$ cat src/rtl/bit_serializer.sv
// bit_serializer: MSB-first parallel-to-serial front end with valid/ready intake.
// Define BIT_SERIALIZER_PARITY_EN to append an even-parity bit after bit 0.
module bit_serializer #(
  parameter int   WIDTH    = 8,
  parameter int   DIV      = 1,
  parameter logic IDLE_LVL = 1'b1
) (
  input  logic             clk,
  input  logic             rst,
  input  logic [WIDTH-1:0] din,
  input  logic             din_valid,
  output logic             din_ready,
  output logic             out,
  output logic             out_valid,
  output logic             busy,
  output logic             done
);
  localparam int BW = $clog2(WIDTH + 1);
  localparam int DW = DIV > 1 ? $clog2(DIV) : 1;
`ifdef BIT_SERIALIZER_PARITY_EN
  typedef enum logic [1:0] {IDLE, SHIFT, PAR} state_t;
`else
  typedef enum logic [1:0] {IDLE, SHIFT} state_t;
`endif
  state_t state, nxt;
  logic [WIDTH-1:0] sh;
  logic [BW-1:0] bcnt;
  logic tick, last;
  generate
    if (DIV > 1) begin : g_div
      logic [DW-1:0] dcnt;
      always_ff @(posedge clk or negedge rst)
        if (!rst) dcnt <= '0;
        else dcnt <= (state == IDLE || tick) ? '0 : dcnt + 1'b1;
      assign tick = dcnt == DW'(DIV - 1);
    end else begin : g_nodiv
      assign tick = 1'b1;
    end
  endgenerate
  assign last = (bcnt == BW'(WIDTH - 1)) && tick;
  always_ff @(posedge clk or negedge rst)
    if (!rst) state <= IDLE;
    else state <= nxt;
  always_comb begin
    nxt = state;
    case (state)
      IDLE:    nxt = din_valid ? SHIFT : IDLE;
`ifdef BIT_SERIALIZER_PARITY_EN
      SHIFT:   nxt = last ? PAR : SHIFT;
      PAR:     nxt = tick ? IDLE : PAR;
`else
      SHIFT:   nxt = last ? IDLE : SHIFT;
`endif
      default: nxt = IDLE;
    endcase
  end
  assign din_ready = state == IDLE;
  assign busy      = !din_ready;
  assign out_valid = busy;
`ifdef BIT_SERIALIZER_PARITY_EN
  logic par;
  always_ff @(posedge clk or negedge rst)
    if (!rst) par <= 1'b0;
    else if (din_ready && din_valid) par <= ^din;
  assign out = state == SHIFT ? sh[WIDTH-1] : state == PAR ? par : IDLE_LVL;
`else
  assign out = state == SHIFT ? sh[WIDTH-1] : IDLE_LVL;
`endif
  // bcnt holds at its terminal value; it is only cleared by the next load
  always_ff @(posedge clk or negedge rst)
    if (!rst) begin
      sh   <= '0;
      bcnt <= '0;
      done <= 1'b0;
    end else begin
      done <= busy && nxt == IDLE;
      if (din_ready && din_valid) begin
        sh   <= din;
        bcnt <= '0;
      end else if (state == SHIFT && tick) begin
        sh   <= {sh[WIDTH-2:0], 1'b0};
        bcnt <= last ? bcnt : bcnt + 1'b1;
      end
    end
endmodule

$ cat config.mk
export PLATFORM = sky130hd
export DESIGN_NAME = bit_serializer
export DESIGN_NICKNAME = d
export VERILOG_FILES = /design/src/rtl/bit_serializer.sv
export SDC_FILE = /design/constraint.sdc
export NUM_CORES = 1
export LEC_CHECK = 0
export ABC_AREA = 1
export CAP_MARGIN = 5
export CORE_MARGIN = 10
export CORE_UTILIZATION = 41
export CTS_CLUSTER_DIAMETER = 200
export DETAILED_ROUTE_END_ITERATION = 12
export PLACE_DENSITY = 0.71
export SYNTH_ARGS = -nofsm -noshare
export SYNTH_HDL_FRONTEND = slang
export SYNTH_SLANG_ARGS = --single-unit
$ cat constraint.sdc
create_clock -name clk -period 1.05 [get_ports clk]
set_input_delay 0.1575 -clock clk [delete_from_list [all_inputs] [get_ports clk]]
set_output_delay 0.1575 -clock clk [all_outputs]
set_load 0.02 [all_outputs]
==> results of run 1 <==
==> layout by cell type, fill, tap and decap left out <==
cell and instances:
a21oi_2 1, buf_4 8, o21ai_4 1, dfrtp_1 13
nand2_4 3, nor2_2 2, buf_2 3, inv_1 1
inv_2 1, clkdlybuf4s50_1 10, ha_4 1, nand4_1 2
nand3_1 7, clkbuf_4 3, a22o_1 1, nor2_1 1
buf_6 3, clkbuf_8 1, or2_4 1, clkinvlp_4 1
nand3_2 4, o21ai_1 1, nand2_1 23, nor2_4 3
dfrtp_2 1, nand2_2 3
==> flip-flops by register name, summed over array words and instances (netlist names) <==
| name | cells |
|---|---|
| done | 1 |
| state | 1 |
| sh | 8 |
| bcnt | 4 |
==> cells by family after synthesis <==
kind of cell / count (synthesis)
and+or+nand+nor: 49
AOI/OAI and AO/OA: 4
adders and majority gates: 1
DFF: 14
buffers and inverters: 5
==> path summary, 6_finish.rpt <==
kind                                     start                   to  slack (ps)  cells past startpoint
min in group clk                        din[5]    sh[5]$_DFFE_PN0P_         430                      3
min                                        rst    sh[0]$_DFFE_PN0P_         180                      2
max reg2reg                bcnt[0]$_DFFE_PN0P_  bcnt[3]$_DFFE_PN0P_        -110                      6
max                         state[0]$_DFF_PN0_                  out        -170                      3
min reg2reg                  sh[4]$_DFFE_PN0P_    sh[5]$_DFFE_PN0P_         510                      2
max in group asynchronous                  rst   state[0]$_DFF_PN0_         690                      2
==> area by class of cell <==
class	count	area (µm²)	area share (%)
flip-flops and latches	14	352	35.8
well taps	16	20.0	2.04
multi-input cells	54	349	35.6
inverters	3	15.0	1.53
repair buffers	24	209	21.3
clock buffers	4	36.3	3.70
==> routing by layer <==
layer  vias up  GRT usage (%)  part of all wire [%]
met5         -              0                     0
met4         0           5.77                   2.5
met3         5           3.60                   7.3
met2        11           15.3                    53
met1       268           9.00                    37
li1        290              -                     -
==> repair_timing <==
action | 4_1_cts | 5_1_grt
gates resized for setup | 27 | 16
gates cloned | 0 | 0
setup buffers | 0 | 1
pin swaps | 6 | 5
setup endpoints to repair | 18 | 18
==> power breakdown <==
group | internal (mW) | total (mW) | switching (mW)
Sequential | 0.767 | 0.936 | 0.169
Clock | 0.211 | 0.390 | 0.179
Combinational | 0.673 | 1.45 | 0.782
Total | 1.65 | 2.78 | 1.13
==> impl_metrics.yaml, run 1 <==
run_status:
  outcome: "finished with violations"
  violations: "setup timing"
critical_path:
  critPathMaxFanout: 3
  timing.critical_path.buf_inv: 2
  critPathCaptureType: "output pin"
  arrival_ps: 1060
  max_stage_delay_ps: 380
  start_kind: "register"
  critical_path_class: "reg2out"
  cp_top_family: "flip-flops"
  cp_cell_sequence: "inv_2 > or2_4 > buf_6"
  required_ps: 890
  cp_slowest_cell: "dfrtp_2"
clock_network:
  worstSkewPairLatency_ps: 280
  cts_tree: "built"
  numClockSinks: 14
  cts_made_buffers: 3
  clockRootBuffer: "clkbuf_4"
  postCtsHoldBufs: 0
  path_clk_slew_ps: 80
  cts_buffer_depth: 2
  htree_levels: 1
routing:
  routedWlPerCell_um: 13.7
  wirelength_mm: 1.57
  vias_per_cell: 4.99
  drcViolationCount: 0
  antenna_left: 0
  drtIter0Drc: 12
  vias: 574
  drtPass1Iterations: 4
final_layout:
  drive_gt1_share_pct: 40.4
  final_util_pct: 65.1
  antenna_cells: 0
  nets: 112
  fillCellCount: 122
  final_area_um2: 981
  fin_cells: 115
  area_delta_synth_final_pct: 50.2
timing:
  fin_crit_ps: 1220
  rsz0062_at_grt: "true"
  worst_slew_pin_slew_ps: 280
  fin_skew_ps: 0.780
  fin_ws_ps: -172
  timing.hold.ws_ps: 178
  hold_violations: 0
  relSlewSlack_pct: 81.3
  drv_slew: 0
  setup_violations: 18
  fin_tns_setup_ps: -1130
  min_period_over_period_pct: 116
  fmax_mhz: 818
pwr:
  finalPower_mw: 2.78
  p_leak_nw: 0.477
  cellPowerDensity_nw_per_um2: 2840
  ir_drop_mv: 1.34
yosys:
  yosysMostFrequentCell: "nand2_1"
  yosysTopAreaCell: "dfrtp_1"
  synth-compound-area-share_pct: 5.94
  synth_cells: 73
  ys_types: 16
  synth_xor_xnor_area_share_pct: 0
  synth_top_family_by_area: "simple AND/OR/NAND/NOR gates"
  yosysWarnings: 0
  synth_top_flop_cell: "dfrtp_1"
  yosys-top-cells-area: "dfrtp_1, nand2_1, nand3_1"
  yosysSeqAreaShare_pct: 53.6
  syn_avg_cell_area_um2: 8.95
  muxShareOfSynthArea_pct: 0
  ys_ff_latch: 14
  synth_top_area_share_pct: 53.6
  syn_area_um2: 653
  synth_nets: 85
  async_reset_ff_share_pct: 100
  synthAdderAreaFrac_pct: 1.92
  yosys.area_share.simple_pct: 34.5
  synth-edff-count: 0
  synthTopCellsByCount: "nand2_1, dfrtp_1, nand3_1"
floorplanning:
  die_width_um: 59.9
  die_area_um2: 3590
  std_cell_rows: 14
  start_util_pct: 43.4
  io_pins: 16
  die_y_um: 59.9
  core-area_um2: 1510
place:
  numPortBuffers: 15
  dp_hpwl_mm: 1.10
  pre_cts_ws_ps: -314
  place_area_um2: 877
  place.gp.congestion: 0.752
  dp_cells: 110
hold_path:
  hp-class: "in2async"
global_routing:
  grt_pass1_wl_mm: 2.50
  grt_remaining_overflow: 0
  grt.total_usage_pct: 9.07
  antenna_found_initial: 0
  grt_pass1_vias: 580
  grt_start_max_net_pins: 15
run:
  maxCapViolCount: 0
(Power assumes the default switching activity.)
==> run 2: changes to the inputs <==
Settings changed: CORE_MARGIN 10 to default, GPL_ROUTABILITY_DRIVEN from default to 0, REMOVE_ABC_BUFFERS from default to 1.
==> run 2 against run 1 <==
Net effect:
- the run still ends with setup timing left
- flip-flop and latch count did not move
- combinational power rose by 12%
- via count rose by 5.7%
- global-route usage grew 10 points
- worst hold slack lost 12 ps
- maximum frequency is 1.0% higher
- power increased by 6.1%
- largest power group unchanged
- highest routed layer unchanged
==> impl_metrics.yaml, run 2 (same netlist as run 1, synthesis figures left out) <==
final_layout:
  drive_gt1_share_pct: 36.5
  fillCellCount: 101
  final_area_um2: 1020
  antenna_cells: 0
  mostFrequentLayoutCell: "nand2_1"
  top_register: "sh"
  area_delta_synth_final_pct: 55.6
  nets: 117
  reg_top3: "sh x8, bcnt x4"
  layout_common_cells: "nand2_1, dfrtp_1, buf_4"
  largest_reg_flops: 8
run_status:
  outcome: "finished with violations"
  violations: "setup timing"
critical_path:
  required_ps: 890
  cp_slowest_cell: "dfrtp_1"
  r2r_cells: 6
  cp_cell_sequence: "inv_2 > or2_4 > buf_6"
  critPathCaptureType: "output pin"
  timing.critical_path.buf_inv: 2
  critPathMaxFanout: 2
  max_stage_delay_ps: 380
  reg2reg_from: "state[0]$_DFF_PN0_"
  arrival_ps: 1050
  critical_path_class: "reg2out"
  r2r_slack_ps: -110
  cp_top_family: "flip-flops"
  worstReg2RegEnd: "sh[0]$_DFFE_PN0P_"
  start_kind: "register"
global_routing:
  grt_pass1_vias: 569
  use_met2_pct: 30.0
  grt_pass1_wl_mm: 2.48
  antenna_found_initial: 0
  use_met1_pct: 24.6
  grt_remaining_overflow: 0
  grt.total_usage_pct: 19.3
  grt.busiest_layer: "met2"
  use_met3_pct: 3.91
  grt_start_max_net_pins: 15
routing:
  vias: 607
  drcViolationCount: 0
  routedWlPerCell_um: 12.8
  wirelength_mm: 1.54
  antenna_left: 0
  vias_per_cell: 5.06
  drtIter0Drc: 12
  drtPass1Iterations: 4
clock_network:
  numClockSinks: 14
  cts_buffer_depth: 2
  cts_made_buffers: 3
  htree_levels: 1
  path_clk_slew_ps: 90
  worstSkewPairLatency_ps: 290
  clockRootBuffer: "clkbuf_4"
  cts_tree: "built"
timing:
  fmax_mhz: 827
  relSlewSlack_pct: 82.1
  hold_violations: 0
  fin_tns_setup_ps: -1470
  min_period_over_period_pct: 115
  fin_skew_ps: 1.51
  fin_ws_ps: -160
  drv_slew: 0
  rsz0062_at_grt: "true"
  worst_slew_pin_slew_ps: 269
  setup_violations: 18
  fin_crit_ps: 1210
floorplanning:
  io_pins: 16
  core-area_um2: 1490
  std_cell_rows: 14
  die_y_um: 41.9
  start_util_pct: 43.9
  die_area_um2: 1760
  die_width_um: 41.9
pwr:
  ir_drop_mv: 1.66
  cellPowerDensity_nw_per_um2: 2900
  intPower_mw: 1.78
  power_switching_share_pct: 39.7
  p_leak_nw: 0.503
  net-switching-power_mw: 1.17
  clockPowerShare_pct: 13.6
  comb_power_share_pct: 54.8
  power_frac_seq_pct: 31.5
place:
  dp_hpwl_um: 963
  numPortBuffers: 15
  place_area_um2: 891
run:
  maxCapViolCount: 0
hold_path:
  hp-class: "in2async"
==> run 2: worst max-delay path by stage <==
stage                                  start                end  slack, ps  cells after the start
after CTS                 state[0]$_DFF_PN0_                out       -160                      3
final                     state[0]$_DFF_PN0_                out       -160                      3
after global placement     sh[7]$_DFFE_PN0P_                out       -270                      2
after detailed placement  state[0]$_DFF_PN0_                out       -280                      3
after floorplan           state[0]$_DFF_PN0_  sh[0]$_DFFE_PN0P_       -610                      4
after global routing       sh[7]$_DFFE_PN0P_                out       -190                      2
==> run 2: routing by layer <==
layer  vias up  wire (µm)
met5         -          0
met4         0         38
met3         4         38
met2        10        806
met1       294        654
li1        299          -
==> run 2: what timing repair did <==
| action | 4_1_cts | 5_1_grt |
|---|---|---|
| hold buffers | 0 | 0 |
| resized for setup | 39 | 7 |
| setup endpoints to repair | 19 | 18 |
| pin swaps | 4 | 3 |
| endpoints found under the hold margin | 0 | 0 |
| buffers inserted | 3 | 0 |
==> run 2: layout make-up <==
class	count	area (µm²)	share of cell area, %
inverter	3	11.3	1.11
timing repair buffer	29	267	26.2
clock buffer	4	36.3	3.57
multi-input combinational	54	332	32.6
tap	16	20.0	1.97
sequential	14	350	34.5
==> run 2: power groups by stage <==
stage / clock [mW] / sequential, mW / combinational (mW)
6_report: 0.402 / 0.930 / 1.62
3_3_place_gp: 0 / 0.889 / 1.28
5_1_grt: 0.425 / 0.957 / 1.77
3_5_place_dp: 0 / 0.901 / 1.31
4_1_cts: 0.406 / 0.922 / 1.52
2_1_floorplan: 0 / 1.01 / 0.594
==> run 2: per-stage QoR <==
stage | utilization, % | hold WS, ps | power (mW) | setup WS [ps] | instances
after floorplan | - | -138 | 1.61 | -606 | 71
after global placement | 59.8 | 476 | 2.17 | -270 | 113
after detailed placement | 59.8 | 480 | 2.21 | -279 | 113
after CTS | 66.6 | 174 | 2.85 | -160 | 120
after global routing | 68.2 | 184 | 3.15 | -191 | 120
final | 68.2 | 166 | 2.95 | -160 | 120
